$ cat src/rtl/tmds_pkg.sv
// tmds_pkg: TMDS control tokens, symbol width, receiver FSM states and bit-slip helper
package tmds_pkg;
  localparam int SYM_W = 10;
  localparam logic [SYM_W-1:0] TOK_00 = 10'b1101010100;
  localparam logic [SYM_W-1:0] TOK_01 = 10'b0010101011;
  localparam logic [SYM_W-1:0] TOK_10 = 10'b0101010100;
  localparam logic [SYM_W-1:0] TOK_11 = 10'b1010101011;
  typedef enum logic [1:0] {SEARCH, VERIFY, LOCKED} rx_state_t;
  function automatic logic [3:0] next_offset(input logic [3:0] o);
    return (o == 4'd9) ? 4'd0 : o + 4'd1;
  endfunction
endpackage

$ cat src/rtl/tmds_symbol_decode.sv
// tmds_symbol_decode: combinational TMDS symbol decoder (q -> is_token, ctrl {C1,C0}, data byte)
module tmds_symbol_decode
  import tmds_pkg::*;
(
  input  logic [SYM_W-1:0] q,
  output logic             is_token,
  output logic [1:0]       ctrl,
  output logic [7:0]       data
);
  logic [7:0] p;
  assign p = q[9] ? ~q[7:0] : q[7:0];
  assign data = {p[7:1] ^ p[6:0] ^ {7{~q[8]}}, p[0]};
  assign is_token = (q == TOK_00) || (q == TOK_01) || (q == TOK_10) || (q == TOK_11);
  assign ctrl = (q == TOK_01) ? 2'b01 : (q == TOK_10) ? 2'b10 : (q == TOK_11) ? 2'b11 : 2'b00;
endmodule

$ cat src/rtl/tmds_rx_channel.sv
// tmds_rx_channel: TMDS channel receiver; i_sym raw words in, word alignment by token hunting, o_data/o_de/o_ctrl/o_locked/o_offset out
module tmds_rx_channel
  import tmds_pkg::*;
#(
  parameter int TIMEOUT     = 4096,
  parameter int LOCK_TOKENS = 8
) (
  input  logic             i_pixclk,
  input  logic             i_reset,
  input  logic [SYM_W-1:0] i_sym,
  output logic [7:0]       o_data,
  output logic             o_de,
  output logic [1:0]       o_ctrl,
  output logic             o_locked,
  output logic [3:0]       o_offset
);
  localparam int IW = $clog2(TIMEOUT);
  localparam int RW = $clog2(LOCK_TOKENS + 1);
  logic [SYM_W-1:0] r_prev, r_cur, win;
  logic [2*SYM_W-1:0] cat;
  rx_state_t state;
  logic [IW-1:0] idle;
  logic [RW-1:0] run;
  logic tok, idle_max, slip, lock_nxt;
  logic [1:0] tctrl;
  logic [7:0] tdata;
  assign cat = {r_cur, r_prev};
  assign win = SYM_W'(cat >> o_offset);
  tmds_symbol_decode u_dec (
    .q        (win),
    .is_token (tok),
    .ctrl     (tctrl),
    .data     (tdata)
  );
  assign idle_max = idle == IW'(TIMEOUT - 1);
  assign slip = (state == VERIFY) ? !tok : !tok && idle_max;
  assign lock_nxt = (state == VERIFY && tok && run == RW'(LOCK_TOKENS - 1)) || (state == LOCKED && !slip);
  always_ff @(posedge i_pixclk or posedge i_reset) begin
    if (i_reset) begin
      r_prev   <= '0;
      r_cur    <= '0;
      state    <= SEARCH;
      idle     <= '0;
      run      <= '0;
      o_offset <= '0;
      o_data   <= '0;
      o_de     <= 1'b0;
      o_ctrl   <= '0;
      o_locked <= 1'b0;
    end else begin
      r_prev   <= r_cur;
      r_cur    <= i_sym;
      state    <= lock_nxt ? LOCKED : (tok && state != LOCKED) ? VERIFY : SEARCH;
      idle     <= (tok || slip || state == VERIFY) ? '0 : idle + 1'b1;
      run      <= (tok && state != LOCKED) ? run + 1'b1 : '0;
      o_offset <= slip ? next_offset(o_offset) : o_offset;
      o_locked <= lock_nxt;
      o_de     <= lock_nxt && !tok;
      o_data   <= (lock_nxt && !tok) ? tdata : '0;
      o_ctrl   <= !lock_nxt ? '0 : tok ? tctrl : o_ctrl;
    end
  end
endmodule

$ cat config.mk
export PLATFORM = sky130hd
export DESIGN_NAME = tmds_rx_channel
export DESIGN_NICKNAME = d
export VERILOG_FILES = /design/src/rtl/tmds_pkg.sv /design/src/rtl/tmds_symbol_decode.sv /design/src/rtl/tmds_rx_channel.sv
export SDC_FILE = /design/constraint.sdc
export NUM_CORES = 1
export LEC_CHECK = 0
export BUFFER_PORTS_ARGS = -buffer_cell sky130_fd_sc_hd__clkbuf_2
export CORE_UTILIZATION = 56
export CTS_BUF_LIST = sky130_fd_sc_hd__clkbuf_8
export DETAILED_ROUTE_END_ITERATION = 16
export PLACE_DENSITY = 0.79
export SLEW_MARGIN = 20
export SYNTH_ARGS = -nofsm -noshare
export SYNTH_HDL_FRONTEND = slang
export SYNTH_SLANG_ARGS = --single-unit
export TNS_END_PERCENT = 20
$ cat constraint.sdc
create_clock -name i_pixclk -period 2.8 [get_ports i_pixclk]
set_input_delay 0.56 -clock i_pixclk [delete_from_list [all_inputs] [get_ports i_pixclk]]
set_output_delay 0.56 -clock i_pixclk [all_outputs]
set_load 0.02 [all_outputs]
==> reports/metrics.cfg <==
[status]
outcome=finished with violations
failed_checks=setup timing

[synth]
ys_warn_count=0
syn_area_mm2=0.00302
avgSynthCellArea_um2=11.3
synth_top_cell_by_area=dfrtp_1
synth_cells=267
netlist_top_cells_area=dfrtp_1 (44%), mux4_2 (12%), mux2i_1 (6.6%)
ys_seq_area_share_pct=43.9
synth_top_area_share_pct=43.9
ys.flop_type=dfrtp_1
ys_types=44
synth_edf_count=0
synthesis.nets=289
async_flop_share_pct=100
ys_seq_elements=53

[cells_and_area]
final_cell_mix=dfrtp_1 (51), buf_4 (48), clkbuf_2 (27), nor2_1 (24), xnor2_1 (18)
layout-drive-gt1-share_pct=43.5
fin_nets=368
antenna_cells=0
syn_to_final_growth_pct=29.5
postLayoutCellArea_mm2=0.00391
seq_area_mm2=0.00133
multi_input_area_mm2=0.00167
n_fill_cell=324
final_common_cell=dfrtp_1

[clocking]
clockBufferDepth=2
root_buffer=clkbuf_8
worstSkewPairLatency_ns=0.31
cts_buffers=5
clk_pin_slew_worst_paths_ns=0.09
cts_tree=built
clock-sinks=53
ctsHoldBuffers=0
htreeDepth=2

[floorplanning]
die-area_mm2=0.00569
rows=26
io_pins=28
coreArea_mm2=0.00514
die_h_um=75.5
dieWidth_um=75.5
start_util_pct=58.8

[timing]
slew_headroom_pct=68.0
fin_crit_sh_pct=107
setup_violations=33
worst_pin_slew_ns=0.479
rsz0062_at_grt=true
hold_violations=0
fin_skew_ns=0.00659
setup_tns_ns=-3.84
fmax_ghz=0.335
maxSlewViolCount=0
hold_ws_ns=0.248
min_period_ns=2.99
setup_ws_ns=-0.185

[pwr]
p_sw_share_pct=33.9
peakVddDrop_uv=372
p_leak_nw=1.79
power.density_mw_per_mm2=625
combPwrFrac_pct=44.5
internal_power_mw=1.62
switchingPower_uw=829
p_seq_share_pct=38.2
clockPowerShare_pct=17.2

[global_routing]
grt_pass1_vias=2144
grt_use_total_pct=24.9
grt_pass1_wl_um=10200
grt_max_degree=33
antenna_found_initial=0
grt.overflow.total=0

[worst_setup_path]
r2r_cells=12
critPathRequiredTime_ns=3.00
startpoint_type=register
worstSetupPathType=register to register
r2r_slack_ns=-0.19
r2r-end=o_offset[3]
crit_path_max_fanout=6
r2r_start=o_offset[1]
end_kind=register
critPathArrivalTime_ns=3.19

[placed_design]
portBuffers=27
place_congestion=0.889
placedInstanceArea_mm2=0.00360
dpl.hpwl_um=5000

[min_path]
min_path_type=primary input to async pin

[routing]
routed.top_layer=met4
wirelength_met1_um=2740
wl_met3_um=424
post_drt_wl_per_cell_um=16.4
wirelength_um=6820
drt-initial-drc-count=146
routed-wl-met2_um=3420
vias=2329
drcViolationCount=0
vias_per_cell=5.59
final_antenna_net_count=0
first_pass_iters=4

[flow_run]
drv_cap=0

==> critical path: stages, from the launching register on <==
cell and delay, ns:
dfrtp_2 0.44, buf_4 0.16, buf_12 0.13, mux4_2 0.32, mux4_2 0.55, inv_2 0.07
ha_1 0.13, nand4_1 0.12, or4_4 0.47, nand4_4 0.12, buf_4 0.15, o21ai_0 0.08
o2bb2ai_1 0.13
==> area by class of cell <==
type | instances | area share [%]
Multi-Input combinational cell | 183 | 42.6
Tap cell | 70 | 2.24
Inverter | 18 | 1.73
Clock buffer | 5 | 1.76
Sequential cell | 53 | 34.0
Clock inverter | 3 | 0.480
Timing Repair Buffer | 85 | 17.2
==> cells in the mapped netlist (3+ instances only) <==
cell      instances
dfrtp_1          53
nor2_1           30
mux2i_1          20
xnor2_1          19
nand2_1          17
inv_1            16
mux4_2           16
ha_1             10
a21oi_1           7
nor2b_1           7
nand3_1           6
xor2_1            6
buf_2             5
and4_1            4
buf_6             4
and3_1            3
clkbuf_1          3
o21ai_0           3
or2_1             3
==> state kept, by name (all words and copies together), names as in the netlist <==
register  flops
r_cur        10
state         1
o_de          1
run           4
o_data        8
o_locked      1
r_prev       10
o_ctrl        2
idle         12
o_offset      4
==> power by group through the flow <==
| stage | registers [mW] | clock network [mW] | logic, mW |
|---|---|---|---|
| after floorplan | 0.924 | 0 | 0.703 |
| after global placement | 0.940 | 0 | 0.951 |
| after detailed placement | 0.949 | 0 | 0.976 |
| after CTS | 0.935 | 0.429 | 1.01 |
| after global routing | 0.946 | 0.459 | 1.19 |
| final | 0.935 | 0.421 | 1.09 |
==> per-stage QoR <==
step                std cells  setup WS (ns)  util, %  power [mW]
finish                    417         -0.185     76.1        2.44
global route              417         -0.301     76.1        2.59
CTS                       412         -0.110     72.7        2.37
detailed placement        402         -0.197     70.1        1.93
global placement          402        -0.0735     70.1        1.89
floorplan                 267         -0.167        -        1.63
==> timing repair <==
item | 4_1_cts | 5_1_grt
buffers inserted | 2 | 4
gates cloned | 0 | 1
gates resized for setup | 7 | 31
setup endpoints to repair | 33 | 33
hold endpoints to repair | 0 | 0
pin swaps | 1 | 2
==> worst max-delay path by stage <==
| stage | slack, ns | to | cells after the start | start |
|---|---|---|---|---|
| after global placement | -0.07 | o_offset[1] | 10 | o_offset[0] |
| after global routing | -0.30 | o_offset[3] | 14 | o_offset[1] |
| after CTS | -0.11 | o_offset[3] | 10 | o_offset[0] |
| final | -0.19 | o_offset[3] | 12 | o_offset[1] |
| after detailed placement | -0.20 | idle[6] | 10 | o_offset[0] |
| after floorplan | -0.17 | o_offset[3] | 12 | o_offset[0] |
==> layer usage <==
layer  vias to the layer above  GRT usage (%)
met5                         -              0
met4                         0           11.9
met3                        23           4.50
met2                        88           40.3
met1                      1125           32.6
li1                       1093              -
==> kinds of logic after synthesis <==
family	share of synthesized area (%)
xor+xnor	7.25
compound gates	6.67
fa+ha+maj	4.14
buf+inv	5.18
simple gates	13.6
flops	43.9
mux	19.3
Note: power is estimated with default switching activity, not from simulation.
